## src/rtl/mem_access.sv

```systemverilog
// mem_access: load/store stage with IDLE/REQ/WB FSM, lane steering, error detection and ack timeout
// Ports:
//   clk, rst_n                        clock, async active-low reset
//   in_valid/in_ready                 ALU-stage handshake
//   ALU_out, d_add, d_r_en, d_w_en    result/store data, byte address, load/store enables
//   f3, alu_rd, alu_reg_w_en          funct3 width/sign code, destination, reg write request
//   mem_req/we/addr/wdata/wstrb       data-memory request, held until mem_ack
//   mem_ack, mem_rdata                memory completion and read word
//   wb_valid, wb_en, wb_rd, wb_data   one-cycle writeback pulse
//   err                               one-cycle pulse on misalign/illegal f3/conflict/timeout
module mem_access #(
  parameter int MEM_TIMEOUT = 16
) (
  input  logic        clk,
  input  logic        rst_n,
  input  logic        in_valid,
  output logic        in_ready,
  input  logic [31:0] ALU_out,
  input  logic [31:0] d_add,
  input  logic        d_r_en,
  input  logic        d_w_en,
  input  logic [2:0]  f3,
  input  logic [4:0]  alu_rd,
  input  logic        alu_reg_w_en,
  output logic        mem_req,
  output logic        mem_we,
  output logic [31:0] mem_addr,
  output logic [31:0] mem_wdata,
  output logic [3:0]  mem_wstrb,
  input  logic        mem_ack,
  input  logic [31:0] mem_rdata,
  output logic        wb_valid,
  output logic        wb_en,
  output logic [4:0]  wb_rd,
  output logic [31:0] wb_data,
  output logic        err
);
  typedef enum logic [1:0] {IDLE, REQ, WB} state_t;
  state_t      r_state;
  logic [7:0]  r_cnt;
  logic [2:0]  r_f3;
  logic [1:0]  r_lane;
  logic        w_mem, w_f3_ok, w_mis, w_bad, w_alu_en, w_ld_en;
  logic [3:0]  w_strb;
  logic [31:0] w_wdata, w_sh, w_ld;
  assign in_ready = (r_state == IDLE);
  always_comb begin
    w_mem    = d_r_en | d_w_en;
    w_f3_ok  = d_r_en ? (f3 != 3'b011 && f3[2:1] != 2'b11) : (f3[2:1] != 2'b11 && f3 < 3'd3);
    w_mis    = (f3[1:0] == 2'b01 && d_add[0]) || (f3[1:0] == 2'b10 && d_add[1:0] != 2'b00);
    w_bad    = (d_r_en && d_w_en) || (w_mem && (!w_f3_ok || w_mis));
    w_alu_en = alu_reg_w_en && alu_rd != 5'd0;
    w_strb   = f3[1:0] == 2'b00 ? 4'b0001 << d_add[1:0] :
               f3[1:0] == 2'b01 ? 4'b0011 << d_add[1:0] : 4'b1111;
    w_wdata  = f3[1:0] == 2'b00 ? {4{ALU_out[7:0]}} :
               f3[1:0] == 2'b01 ? {2{ALU_out[15:0]}} : ALU_out;
    // shift the addressed lane down to bit 0; half lanes are 0 or 2 once alignment is checked
    w_sh     = mem_rdata >> {r_lane, 3'b000};
    w_ld     = r_f3 == 3'b000 ? {{24{w_sh[7]}}, w_sh[7:0]} :
               r_f3 == 3'b001 ? {{16{w_sh[15]}}, w_sh[15:0]} :
               r_f3 == 3'b100 ? {24'd0, w_sh[7:0]} :
               r_f3 == 3'b101 ? {16'd0, w_sh[15:0]} : mem_rdata;
    w_ld_en  = !mem_we && wb_rd != 5'd0;
  end
  always_ff @(posedge clk or negedge rst_n) begin
    if (!rst_n) begin
      r_state   <= IDLE;
      r_cnt     <= '0;
      r_f3      <= '0;
      r_lane    <= '0;
      mem_req   <= 1'b0;
      mem_we    <= 1'b0;
      mem_addr  <= '0;
      mem_wdata <= '0;
      mem_wstrb <= '0;
      wb_valid  <= 1'b0;
      wb_en     <= 1'b0;
      wb_rd     <= '0;
      wb_data   <= '0;
      err       <= 1'b0;
    end else begin
      case (r_state)
        IDLE: if (in_valid) begin
          wb_rd  <= alu_rd;
          r_f3   <= f3;
          r_lane <= d_add[1:0];
          r_cnt  <= '0;
          if (w_bad) begin
            r_state  <= WB;
            wb_valid <= 1'b1;
            err      <= 1'b1;
          end else if (w_mem) begin
            r_state   <= REQ;
            mem_req   <= 1'b1;
            mem_we    <= d_w_en;
            mem_addr  <= {d_add[31:2], 2'b00};
            mem_wstrb <= d_w_en ? w_strb : 4'b0000;
            mem_wdata <= d_w_en ? w_wdata : 32'd0;
          end else begin
            r_state  <= WB;
            wb_valid <= 1'b1;
            wb_en    <= w_alu_en;
            wb_data  <= w_alu_en ? ALU_out : 32'd0;
          end
        end
        REQ: if (mem_ack) begin
          r_state  <= WB;
          mem_req  <= 1'b0;
          wb_valid <= 1'b1;
          wb_en    <= w_ld_en;
          wb_data  <= w_ld_en ? w_ld : 32'd0;
        end else if (r_cnt == 8'(MEM_TIMEOUT - 1)) begin
          r_state  <= WB;
          mem_req  <= 1'b0;
          wb_valid <= 1'b1;
          err      <= 1'b1;
        end else begin
          r_cnt <= r_cnt + 8'd1;
        end
        WB: begin
          r_state  <= IDLE;
          wb_valid <= 1'b0;
          wb_en    <= 1'b0;
          wb_data  <= '0;
          err      <= 1'b0;
        end
        default: r_state <= IDLE;
      endcase
    end
  end
endmodule

```

## config.mk

```make
export PLATFORM = sky130hd
export DESIGN_NAME = mem_access
export DESIGN_NICKNAME = d
export VERILOG_FILES = /design/src/rtl/mem_access.sv
export SDC_FILE = /design/constraint.sdc
export NUM_CORES = 1
export LEC_CHECK = 0
export ABC_AREA = 1
export BUFFER_PORTS_ARGS = -buffer_cell sky130_fd_sc_hd__buf_2
export CORE_MARGIN = 2
export CORE_UTILIZATION = 40
export DETAILED_ROUTE_END_ITERATION = 8
export PLACE_DENSITY = 0.62
export SLEW_MARGIN = 30
export SYNTH_ARGS = -nofsm -noshare
export SYNTH_HDL_FRONTEND = slang
export SYNTH_SLANG_ARGS = --single-unit
```

## constraint.sdc

```tcl
create_clock -name clk -period 4.2 [get_ports clk]
set_clock_uncertainty 0.2 [all_clocks]
set_input_delay 0.42 -clock clk [delete_from_list [all_inputs] [get_ports clk]]
set_output_delay 0.42 -clock clk [all_outputs]
set_load 0.03 [all_outputs]
```

; ---- After elaboration in Yosys (flattened, before gate mapping)
; Cells that the tools add are included.
; Widths: inputs -> output; s select.
[word_totals]
word_cells = 120
reg_bits = 123
inputBits = 111
output_inout_bits = 111
[classes]
muxes = 49
bitwise = 2
reduce_logical = 29
shifts = 3
eq_ne = 21
order_cmp = 1
n_addsub = 1
[op_table]
columns = op, count
row1 = $mux 32, 13
row2 = $pmux 32 s3, 1
row3 = $shr 32x5->16, 1
row4 = $mux 8, 3
row5 = $mux 1, 18
row6 = $ne 2x2->1 const B, 8
row7 = $pmux 8 s2, 1
row8 = $reduce_and 5->1, 3
row9 = $mux 4, 3
row10 = $reduce_and 4->1, 3
row11 = $mux 2, 5
row12 = $reduce_bool 5->1, 2
row13 = $pmux 1 s3, 3
row14 = $add 8x1->8 const B, 1
row15 = $eq 8x4->1 const B, 1
row16 = $logic_and 1x1->1, 8
row17 = $eq 3x3->1 const B, 2
row18 = $ne 3x2->1 const B, 2
row19 = $eq 2x1->1 const B, 2
row20 = $eq 2x2->1 const B, 2
row21 = $logic_not 2->1, 2
row22 = $ne 2x1->1 const B, 2
row23 = $pmux 2 s2, 1
row24 = $reduce_and 2->1, 2
row25 = 13 further kinds, 17

; ---- Depth between registers and ports, before layout
; Gate-level depths: netlist of the first run.
[logic_depth]
depth_word = 10
depth_mapped = 12
depth_no_buf = 10

; ---- Worst setup path after synthesis of the first run
; OpenSTA, ideal clock, no wires.
[synth_timing]
kind = register -> register
from = reg r_state[0]
to = reg wb_data[13]
t_required_ns = 3.880
setup_time_ns = 0.120
period_less_slack_ns = 2.026
path_stages_with_launch = 12
slack_ns = 2.174
arrival_ns = 1.705
cell_sequence = dfrtp_1 inv_1 ha_1 inv_2 nor2_4 nor2_4 o21ai_2 nor2_2 buf_6 buf_2 nor2_1 a21oi_2
[synth_via]
elab_chain_cells = 3
elab_cells_between_ends = 10
[synth_rtl]
columns = item, line_no
row1 = "start, declared", 39  ; state_t r_state;
row2 = "start signal, assigned", 67  ; r_state <= IDLE;
row3 = "start signal, assigned", 89  ; r_state <= WB;
row4 = "start signal, assigned", 93  ; r_state <= REQ;
row5 = $logic_not 2->1 (*), --
row6 = net in_ready, 17  ; output logic in_ready,
row7 = $ne 2x2->1 (no source line) / $reduce_bool 3->1 (equally long branches), --
row8 = $reduce_and 5->1 (no source line), --
row9 = "end signal, assigned", 103  ; wb_data <= w_alu_en ? ALU_out : 32'd0;
row10 = "end signal, assigned", 111  ; wb_data <= w_ld_en ? w_ld : 32'd0;
row11 = "end, declared", 35  ; output logic [31:0] wb_data,
; Mark *: on every way through the listed nets, which the timed path passes. The rest lies on a longest branch.
; A chain may end at the register's enable or synchronous reset.

; ---- Worst setup path after layout of the first run
[layout_timing]
from = reg r_state[0]
to = reg wb_data[7]
[layout_via]
elab_chain_cells = 3
elab_cells_between_ends = 10
[layout_rtl]
columns = item, line_no
row1 = $eq 2x1->1 (tied with other cells), 82  ; case (r_state)
row2 = $ne 2x2->1 (no source line) / $reduce_bool 3->1 (equally long branches), --
row3 = $reduce_and 5->1 (no source line), --
; Parallel ways exist; a longest one is shown, timed or not.

==> results of run 1 <==
[critical path, cell delays in order, from the launching register on]
cell and delay [ns]:
dfrtp_1 0.40, inv_1 0.08, ha_1 0.28, inv_2 0.11, nor2_4 0.04, nor2_4 0.12
o21ai_2 0.09, nor2_4 0.45, buf_4 0.48, nand2_1 0.09, inv_1 0.08, a21oi_1 0.07
[report_power, final]
part,total (mW),switching [mW],internal [mW]
clock,1.59,0.557,1.03
sequential,2.09,0.358,1.73
combinational,3.70,2.61,1.09
[stage by stage]
step	std cells	hold WS, ns	setup WS, ns	cell area (um^2)	total power, mW
3_5_place_dp	1400	0.158	1.43	8140	5.78
5_1_grt	1459	0.00597	1.34	9050	7.88
2_1_floorplan	999	-0.0756	2.17	6980	4.75
4_1_cts	1458	0.000658	1.57	9040	7.42
6_report	1459	0.00797	1.58	9050	7.37
3_3_place_gp	1400	0.159	1.41	8140	5.74
[state kept, by name, indices dropped and copies added (netlist names)]
register	flops
err	1
mem_addr	30
mem_req	1
mem_wdata	32
mem_we	1
mem_wstrb	4
r_cnt	8
r_f3	3
r_lane	2
r_state	2
wb_data	32
wb_en	1
wb_rd	5
wb_valid	1
[logic make-up (layout without fill, tap and decap cells)]
logic type / Yosys count / count (layout) / share of synthesized area
buf+inv: 143 / 378 / 0.0919
compound gates: 95 / 95 / 0.0818
simple gates: 623 / 623 / 0.363
fa+ha+maj: 9 / 9 / 0.0162
other cells: 1 / 2 / 0.000538
xor+xnor: 4 / 4 / 0.00502
flops: 123 / 123 / 0.441
[synthesized netlist by cell type (3+ instances only)]
cell      count  area share
a21oi_1      18       0.013
a21oi_2      18       0.023
buf_2        23       0.017
buf_4        10       0.011
buf_6         4      0.0065
clkbuf_1     12      0.0065
dfrtp_1     123        0.44
ha_1          9       0.016
inv_1        83       0.045
inv_2         7      0.0038
nand2_1     441        0.24
nand3_1      86       0.062
nand4_1       3      0.0027
nor2_1       78       0.042
nor2_2        3      0.0027
nor2_4        3      0.0048
o211ai_1      4      0.0043
o21ai_0      38       0.027
o21ai_1       8      0.0057
o22ai_1       5      0.0045
xor2_1        4      0.0050
[worst max path at each step]
stage / from / endpoint / slack [ns] / cells after the start
final: r_state[0]$_DFFE_PN0P_ / wb_data[7]$_DFFE_PN0P_ / 1.58 / 11
after floorplan: r_state[0]$_DFFE_PN0P_ / wb_data[13]$_DFFE_PN0P_ / 2.17 / 11
after global placement: f3[1] / mem_wstrb[0]$_DFFE_PN0P_ / 1.41 / 9
after detailed placement: d_add[1] / mem_wstrb[0]$_DFFE_PN0P_ / 1.43 / 9
after global routing: r_state[0]$_DFFE_PN0P_ / wb_data[7]$_DFFE_PN0P_ / 1.34 / 11
after CTS: r_state[0]$_DFFE_PN0P_ / mem_wstrb[0]$_DFFE_PN0P_ / 1.57 / 8
[metal layers]
layer,vias up,wire [um],part of all wire,track usage
met5,-,13,0.00060,0
met4,2,603,0.028,0.0897
met3,44,1490,0.069,0.0552
met2,251,10000,0.46,0.373
met1,3304,9560,0.44,0.314
li1,3540,-,-,-
[final cells by class]
cell class                 instances  area [um^2]  area share
multi-input combinational        733         3260       0.361
inverter                          94          360      0.0398
clock buffer                      19          453      0.0500
clock inverter                    13          191      0.0211
timing repair buffer             252         1430       0.158
tap                              225          282      0.0311
sequential                       123         3080       0.340
[timing repair]
action,CTS,global route
setup buffers,0,0
hold buffers,26,1
endpoints found under the hold margin,51,1
==> metrics.md, run 1 <==
| Metric | Value |
|---|---|
| Outcome | finished clean |
| Tmin final | 2.62 ns |
| Ys async rst share | 1.00 |
| GPL Wtd Cong | 0.906 |
| Worst-Skew Late Latency | 0.42 ns |
| Longest Clk Path Bufs | 2 |
| R2R Setup Slk | 1.58 ns |
| Chip width | 136 um |
| Final setup violation count | 0 |
| WL/cell | 14.9 um |
| Seq cells post-synth | 123 |
| EDFF count, synth | 0 |
| Antenna-violating nets left | 0 |
| Core ar. | 17200 um^2 |
| Final Max Tran Viols | 0 |
| Global route overflow | 0 |
| Setup crit start kind | flip-flop |
| TritonRoute pass-1 iters | 5 |
| Worst vdd ir | 0.489 mV |
| Final Net Count | roughly 1300 |
| Reg2Reg Depth | 11 |
| Total Neg Setup Slack | 0 ns |
| Vias per Instance | around 4.9 |
| Total Wirelength | between 20000 and 25000 um |
| PostCTS Resize Cnt | 0 |
| CTS root buffer | clkbuf_16 |
| Yosys warns | 0 |
| R2R Path Start | r_state[0]$_DFFE_PN0P_ |
| Vias | 7141 |
| Most frequent cells in the layout | nand2_1, buf_2, dfrtp_1, nand3_1, inv_1 |
| Fin. Hold Viols | 0 |
| Gr usage total | 0.236 |
| IO buf count | 219 |
| Die H | 136 um |
| CTS Sinks | 123 |
| Clock-pin transition on the worst setup and hold timing paths | 0.06 ns |
| Max-Cap Viols | 0 |
| Start point of the worst hold path | d_add[7] |
| Initial antenna violation count | 1 |
| CTS Buf Count | 17 |
| Hold path cells | 3 |
| Die area | between 15000 and 20000 um^2 |
| CP endpoint kind | flip-flop |
| Row count | 48 |
| Post-synthesis sequential area ratio | 0.441 |
| Worst-Margin Slew | 0.706 ns |
| Share of cells above drive strength 1 | 0.244 |
| Kind of critical path | flip-flop to flip-flop |
| Area delta synth->final | 29.9% |
| Final period utilization | 0.624 |
| Leak Pwr | around 5.2 nW |
| DRC viols | 0 |
| RSZ-0062 raised after global routing | false |
| Synth Area per Inst | 6.99 um^2 |
| Reg-to-reg endpoint | wb_data[7]$_DFFE_PN0P_ |
| Critical path data arrival time | 2.72 ns |
| Largest net degree at the start of global routing | 98 |
| Netlist cell types | 34 |
| Number of DRC markers in iteration 0 | 466 |
| Filler cells | around 1800 |
| Crit path max fanout | 40 |
| Area of the mapped netlist | 6970 um^2 |
| CTS tree | yes |
| Antenna diode count | 0 |
| Worst path required time | 4.30 ns |
| First-pass GRT wire length | 33800 um |
| Cell Pwr Density | 814 nW/um^2 |
| Vias in the first global route | 6658 |
| I/O pin cnt | 222 |
| FMAX | 382 MHz |
| Hold EP | mem_addr[7]$_DFFE_PN0P_ |
| Starting Density | 0.406 |
| Detailed Place HPWL | 16000 um |
| Worst hold path class | input pin to flip-flop |
| Core Util, Final | 0.527 |
| Cells after Synth | 998 |
| CTS H-tree lvls | 4 |
| Ys flop type | dfrtp_1 |
| Max-slew headroom | 0.529 |
| Commonest non-fill, non-tap cell in the layout | nand2_1 |
Power figures use the tool's default switching activity.
==> run 2, diff against run 1 <==
--- a/config.mk
+++ b/config.mk
@@ -5,12 +5,12 @@
 export SDC_FILE = /design/constraint.sdc
 export NUM_CORES = 1
 export LEC_CHECK = 0
-export ABC_AREA = 1
+export ABC_AREA = 0
 export BUFFER_PORTS_ARGS = -buffer_cell sky130_fd_sc_hd__buf_2
 export CORE_MARGIN = 2
 export CORE_UTILIZATION = 40
 export DETAILED_ROUTE_END_ITERATION = 8
-export PLACE_DENSITY = 0.62
+export PLACE_DENSITY = 0.66
 export SLEW_MARGIN = 30
 export SYNTH_ARGS = -nofsm -noshare
 export SYNTH_HDL_FRONTEND = slang
==> constraint.sdc (replaced) <==
create_clock -name clk -period 2.3 [get_ports clk]
set_clock_uncertainty 0.2 [all_clocks]
set_input_delay 0.23 -clock clk [delete_from_list [all_inputs] [get_ports clk]]
set_output_delay 0.23 -clock clk [all_outputs]
set_load 0.03 [all_outputs]
==> run 2 against run 1 <==
  * Final area grew 0.88%
  * Total power grew 67%
  * Routed wire length shrank 4.9%
  * Highest routed layer is now met4
  * Sequential share of layout area shrank 0.30 points
  * Count of clock-buffer cells in the layout grew 5
  * First-iteration DRC count grew 9.4%
  * Largest cell class unchanged
==> metrics.md, run 2 <==
| Metric | Value |
|---|---|
| Synth area leader | dfrtp_1 |
| WL/cell | 17.4 um (+17%) |
| Gr usage total | 0.245 (+0.00951) |
| Non-Filler Instances | 1188 (-19%) |
| Most frequent cell after synthesis | nand2_1 |
| Total power | 12.3 mW (+67%) |
| I/O pin cnt | 222 (unchanged) |
| Cells after Synth | 674 (-32%) |
| Vias | 6104 (-15%) |
| Chip width | 130 um (-4.2%) |
| Regs by FF count | mem_wdata: 32 flops, wb_data: 32 flops, mem_addr: 30 flops |
| Final Net Count | 1079 (-20%) |
| Post-synthesis sequential area ratio | 0.483 (+0.0410) |
| Largest net degree at the start of global routing | 79 (-19%) |
| CTS root buffer | clkbuf_16 |
| Area of the mapped netlist | 6380 um^2 (-8.5%) |
| Outcome | finished clean |
| CTS H-tree lvls | 4 (unchanged) |
| Slowest CP cell | ha_2 |
| Largest stage delay, worst path | 0.39 ns (-0.09 ns) |
| Detailed Place HPWL | 14200 um (-11%) |
| Tmin final | 2.22 ns (-0.404 ns) |
| IO buf count | 219 (unchanged) |
| Clock-pin transition on the worst setup and hold timing paths | 0.06 ns (about the same) |
| Critical path data arrival time | 2.35 ns (-0.37 ns) |
| Ys flop type | dfrtp_1 |
| Die area | 17000 um^2 (-8.3%) |
| Area share of the largest cell type after synthesis | 0.483 (+0.0410) |
| Final period utilization | 0.964 (+0.340) |
| Post-route setup slack | 0.0828 ns (-1.50 ns) |
| CTS Buf Count | 17 (unchanged) |
| Leak Pwr | 4.42 nW (-15%) |
| Netlist cell types | 51 (+50%) |
| CP endpoint kind | flip-flop |
| Starting Density | 0.406 (about the same) |
| Fin. Hold Viols | 0 (unchanged) |
| Clk network pwr share | 0.216 (about the same) |
| Inst Count DP | 1088 (-22%) |
| Share of power burned in combinational logic | 0.480 (-0.022) |
| Global route overflow | 0 (unchanged) |
| Worst vdd ir | 0.686 mV (+40%) |
| Vias per Instance | 5.14 (+5.0%) |
| DRC viols | 0 (unchanged) |
| FMAX | 451 MHz (+18%) |
| P_int | 6.73 mW (+75%) |
| Worst-Margin Slew | 0.768 ns (+0.0621 ns) |
| Worst slack at placement | -0.0472 ns (-1.48 ns) |
| Vias in the first global route | 5848 (-12%) |
| Cell Pwr Density | 1340 nW/um^2 (+65%) |
| Design Area, Final | 9140 um^2 (+0.88%) |
| Initial antenna violation count | 0 (-1) |
| Synth top area cells | dfrtp_1, nand2_1, mux2_1, mux2_2, nor2_1 |
| Kind of critical path | flip-flop to flip-flop |
| Total Neg Setup Slack | 0 ns (unchanged) |
| CTS tree | yes |
| Row count | 46 (-4.2%) |
| TritonRoute pass-1 iters | 5 (unchanged) |
| Setup crit start kind | flip-flop |
| Die H | 130 um (-4.2%) |
| Yosys warns | 0 (unchanged) |
| CP Cell Sequence | inv_1 -> ha_2 -> nand2_1 -> a211o_4 -> a31oi_4 -> o221ai_2 -> a31oi_1 |
| Most common library cells after synthesis | nand2_1, dfrtp_1, nor2_1, a21oi_1, mux2_1 |
| Worst path required time | 2.44 ns (-1.86 ns) |
| Core Util, Final | 0.581 (+0.0542) |
| Most frequent cells in the layout | buf_2, nand2_1, dfrtp_1, dlygate4sd3_1, nor2_1 |
| Sw frac | 0.452 (-0.0268) |
| Commonest non-fill, non-tap cell in the layout | buf_2 |
| WHS | 0.0122 ns (+0.00425 ns) |
| P_sw | 5.55 mW (+57%) |
| Share of cells above drive strength 1 | 0.331 (+0.0874) |
| GPL Wtd Cong | 0.936 (+3.4%) |
| Area delta synth->final | 43.2% |
| RSZ-0062 raised after global routing | true |
| Number of DRC markers in iteration 0 | 510 (+9.4%) |
| Core ar. | 15700 um^2 (-8.5%) |
| Final setup violation count | 0 (unchanged) |
| CTS Sinks | 123 (unchanged) |
| Total Wirelength | 20600 um (-4.9%) |
| Ys async rst share | 1.00 (unchanged) |
| Max-slew headroom | 0.486 (-0.0436) |
| EDFF count, synth | 0 (unchanged) |
| Flop pwr share | 0.304 (+0.020) |
| Final Max Tran Viols | 0 (unchanged) |
| First-pass GRT wire length | 31800 um (-6.1%) |
| Worst hold path class | input pin to flip-flop |
| Crit path max fanout | 7 (-83%) |
| Seq cells post-synth | 123 (unchanged) |
| Antenna diode count | 0 (unchanged) |
| DP Area | 7810 um^2 (-4.1%) |
| # Post-CTS Setup Buffers | 0 (unchanged) |
| Max-Cap Viols | 0 (unchanged) |
| Antenna-violating nets left | 0 (unchanged) |
| Synth Area per Inst | 9.46 um^2 (+35%) |
| Longest Clk Path Bufs | 2 (unchanged) |
| Worst-Skew Late Latency | 0.42 ns (about the same) |
run 2: cell count changes after synthesis, sizes merged, moves of 14 or more:
cell,previous run,this run
nand3,88,5
mux2,0,60
nand2,444,139
a31oi,1,16
a22oi,0,17
o221ai,0,15
buf,37,23
nor2,84,63
nand2b,0,14
inv,92,9
run 2: cell families after synthesis:
family,count (synthesis),synth area share
simple gates,249,0.167
compound gates,159,0.161
flops,123,0.483
mux,72,0.125
buf+inv,54,0.0375
fa+ha+maj,9,0.0177
xor+xnor,7,0.00961
other cells,1,0.000588
run 2: final timing paths:
kind,start,endpoint,slack (ns),cells after the start
setup / recovery,r_state[1]$_DFFE_PN0P_,wb_data[11]$_DFFE_PN0P_,0.08,7
hold / removal,mem_rdata[1],wb_data[1]$_DFFE_PN0P_,0.01,3
setup reg to reg,r_state[1]$_DFFE_PN0P_,wb_data[11]$_DFFE_PN0P_,0.08,7
hold reg to reg,mem_wdata[23]$_DFFE_PN0P_,mem_wdata[23]$_DFFE_PN0P_,0.28,2
max in group asynchronous,rst_n,mem_wdata[10]$_DFFE_PN0P_,1.14,3
min in group asynchronous,rst_n,mem_addr[26]$_DFFE_PN0P_,0.11,2
run 2: critical path: cells and delay by family, from the launching register on:
family | cells | cell delay [ns]
compound gates | 4 | 1.04
fa+ha+maj | 1 | 0.39
flops | 1 | 0.34
simple gates | 1 | 0.11
buf+inv | 1 | 0.06
run 2: power groups by stage:
stage	registers, mW	logic, mW	clock network, mW
3_3_place_gp	3.74	5.63	0
4_1_cts	3.72	5.85	2.70
6_report	3.73	5.89	2.66
3_5_place_dp	3.74	5.72	0
2_1_floorplan	5.47	2.15	0
5_1_grt	3.87	6.35	2.79
run 2: repair_timing:
| action | in CTS | in global routing |
|---|---|---|
| cloned | 1 | 0 |
| pin swaps | 1 | 0 |
| resized for setup | 1 | 9 |
| setup endpoints to repair | 14 | 24 |
| hold buffers | 67 | 0 |
| endpoints found under the hold margin | 153 | 0 |
run 2: routing by layer:
layer | vias up | wire length (um) | global-route usage
met2 | 254 | 9500 | 0.372
met1 | 2873 | 9040 | 0.340
met4 | 0 | 720 | 0.113
met3 | 54 | 1390 | 0.0480
li1 | 2923 | - | -
met5 | - | 0 | 0
run 2: area by class of cell:
type                       instances  area, um^2
clock buffer                      24         492
clock inverter                     8        90.1
fill                            1390        6580
inverter                           9        33.8
multi-input combinational        499        3180
sequential                       123        3080
tap                              216         270
timing repair buffer             309        2000
==> run 3, diff against run 2 <==
--- a/config.mk
+++ b/config.mk
@@ -10,6 +10,8 @@
 export CORE_MARGIN = 2
 export CORE_UTILIZATION = 40
 export DETAILED_ROUTE_END_ITERATION = 8
+export GPL_TIMING_DRIVEN = 0
+export HOLD_SLACK_MARGIN = 0.06
 export PLACE_DENSITY = 0.66
 export SLEW_MARGIN = 30
 export SYNTH_ARGS = -nofsm -noshare
==> run 3 against run 2 <==
  * Register-to-register slack about the same
  * Combinational power increased by 3%
  * Routed wire length increased by 4.6%
  * Final area increased by 3.0%
  * Non-clock buffer count increased by 41
  * Count of clock-buffer cells in the layout increased by 1
  * Via count increased by 5.1%
  * Worst hold slack improved by 0.043 ns
  * First-iteration DRC count decreased by 11%
  * Flip-flop and latch count unchanged
==> metrics.md, run 3 (same netlist as run 2, synthesis figures left out) <==
| Metric | Value |
|---|---|
| Final period utilization | 0.967 (+0.00306) |
| Antenna diode count | 0 (unchanged) |
| Commonest non-fill, non-tap cell in the layout | buf_2 |
| Core ar. | 15700 um^2 (unchanged) |
| WL/cell | 17.6 um (+1.3%) |
| Global route overflow | 0 (unchanged) |
| Initial antenna violation count | 0 (unchanged) |
| CTS tree | yes |
| Final Net Count | 1119 (+3.7%) |
| Vias per Instance | 5.23 (+1.8%) |
| Regs by FF count | mem_wdata: 32 flops, wb_data: 32 flops, mem_addr: 30 flops |
| Critical path data arrival time | 2.36 ns (about the same) |
| Cell Pwr Density | 1340 nW/um^2 (-0.52%) |
| Final setup violation count | 0 (unchanged) |
| IO buf count | 218 (-0.46%) |
| Antenna-violating nets left | 0 (unchanged) |
| Starting Density | 0.406 (unchanged) |
| R2R Setup Slk | 0.08 ns (about the same) |
| CTS root buffer | clkbuf_16 |
| Final Max Tran Viols | 0 (unchanged) |
| Design Area, Final | 9410 um^2 (+3.0%) |
| Max-Cap Viols | 0 (unchanged) |
| CTS H-tree lvls | 4 (unchanged) |
| Vias in the first global route | 6274 (+7.3%) |
| Fin. Hold Viols | 0 (unchanged) |
| Crit path max fanout | 10 (+3) |
| Start point of the worst hold path | mem_rdata[11] |
| I/O pin cnt | 222 (unchanged) |
| GPL Wtd Cong | 0.914 (-2.3%) |
| CTS Buf Count | 17 (unchanged) |
| FMAX | 450 MHz (-0.32%) |
| DRC viols | 0 (unchanged) |
| Clock-pin transition on the worst setup and hold timing paths | 0.05 ns (about the same) |
| CP endpoint kind | flip-flop |
| Number of DRC markers in iteration 0 | 453 (-11%) |
| Worst-Skew Late Latency | 0.42 ns (about the same) |
| Outcome | finished clean |
| Tmin final | 2.22 ns (+0.00704 ns) |
| Die H | 130 um (unchanged) |
| Vias | 6418 (+5.1%) |
| Worst hold path class | input pin to flip-flop |
| Area delta synth->final | 47.4% |
| Setup crit start kind | flip-flop |
| Die area | 17000 um^2 (unchanged) |
| Worst vdd ir | 0.721 mV (+5.2%) |
| Share of cells above drive strength 1 | 0.326 (-0.00487) |
| Worst path required time | 2.43 ns (about the same) |
| Total power | 12.6 mW (+2.4%) |
| Most frequent cells in the layout | buf_2, nand2_1, dfrtp_1, dlygate4sd3_1, nor2_1 |
| Detailed Place HPWL | 15800 um (+12%) |
| Chip width | 130 um (unchanged) |
| Crit path from | r_state[1]$_DFFE_PN0P_ |
| Largest net degree at the start of global routing | 70 (-11%) |
| Total Wirelength | 21600 um (+4.6%) |
| CTS Sinks | 123 (unchanged) |
| Kind of critical path | flip-flop to flip-flop |
| Row count | 46 (unchanged) |
| Gr usage total | 0.257 (+0.0117) |
| Worst-Margin Slew | 0.710 ns (-0.0580 ns) |
| Max-slew headroom | 0.525 (+0.0392) |
| R2R Path Start | r_state[1]$_DFFE_PN0P_ |
| TritonRoute pass-1 iters | 5 (unchanged) |
| DP Area | 7780 um^2 (-0.32%) |
| Longest Clk Path Bufs | 2 (unchanged) |
| Leak Pwr | 4.51 nW (+2.1%) |
| First-pass GRT wire length | 33200 um (+4.4%) |
[run 3: stage by stage]
| step | util | instances | hold WS, ns | worst slack, ns | TNS, ns |
|---|---|---|---|---|---|
| finish | 0.599 | 1227 | 0.0554 | 0.0757 | 0 |
| global route | 0.599 | 1227 | 0.0745 | -0.0138 | -0.0138 |
| CTS | 0.590 | 1223 | 0.0623 | 0.0178 | 0 |
| detailed placement | 0.495 | 1110 | 0.0268 | -0.306 | -13.46 |
| global placement | 0.493 | 1109 | 0.241 | -0.849 | -116.30 |
| floorplan | - | 675 | -0.266 | 0.162 | 0 |
[run 3: power by group]
part | switching, mW | internal, mW | total, mW
registers | 0.570 | 3.13 | 3.70
logic | 4.11 | 1.93 | 6.04
clock network | 0.963 | 1.87 | 2.83
total | 5.65 | 6.93 | 12.6
[run 3: per-layer routing]
metal	part of all wire	GRT usage	vias to the layer above	wire (um)
met2	0.47	0.412	269	10300
met5	0	0	-	0
met3	0.079	0.0800	49	1710
met4	0.023	0.0867	0	507
met1	0.42	0.332	3095	9120
li1	-	-	3005	-
[run 3: final cells by class]
cell class / instances / area, um^2
flip-flops and latches: 123 / 3080
plain buffers: 45 / 214
inverters: 9 / 33.8
fillers: 1385 / 6310
repair buffers: 305 / 1990
clock inverters: 6 / 108
clock buffers: 25 / 515
multi-input cells: 498 / 3190
well taps: 216 / 270
[run 3: worst max-delay path: stages, from the launching register on]
cell and delay, ns:
dfrtp_1 0.39, inv_1 0.13, ha_4 0.30, nand2_1 0.11, a211o_4 0.37, a21oi_4 0.15, buf_6 0.16, o221ai_1 0.14
a31oi_1 0.20
[run 3: path summary, 6_finish.rpt]
check | endpoint | cells after the start
worst max-delay path | wb_data[15]$_DFFE_PN0P_ | 8
worst min-delay path | wb_data[11]$_DFFE_PN0P_ | 3
worst max register to register | wb_data[15]$_DFFE_PN0P_ | 8
worst min register to register | mem_wdata[2]$_DFFE_PN0P_ | 2
max in group asynchronous | mem_addr[20]$_DFFE_PN0P_ | 3
min in group asynchronous | mem_addr[26]$_DFFE_PN0P_ | 2
[run 3: what timing repair did]
item / in CTS / in global routing
setup buffers: 1 / 2
pin swaps: 0 / 1
hold buffers: 81 / 2
endpoints found under the hold margin: 208 / 2
setup endpoints to repair: 102 / 64
gates resized for setup: 10 / 15
gates cloned: 0 / 0
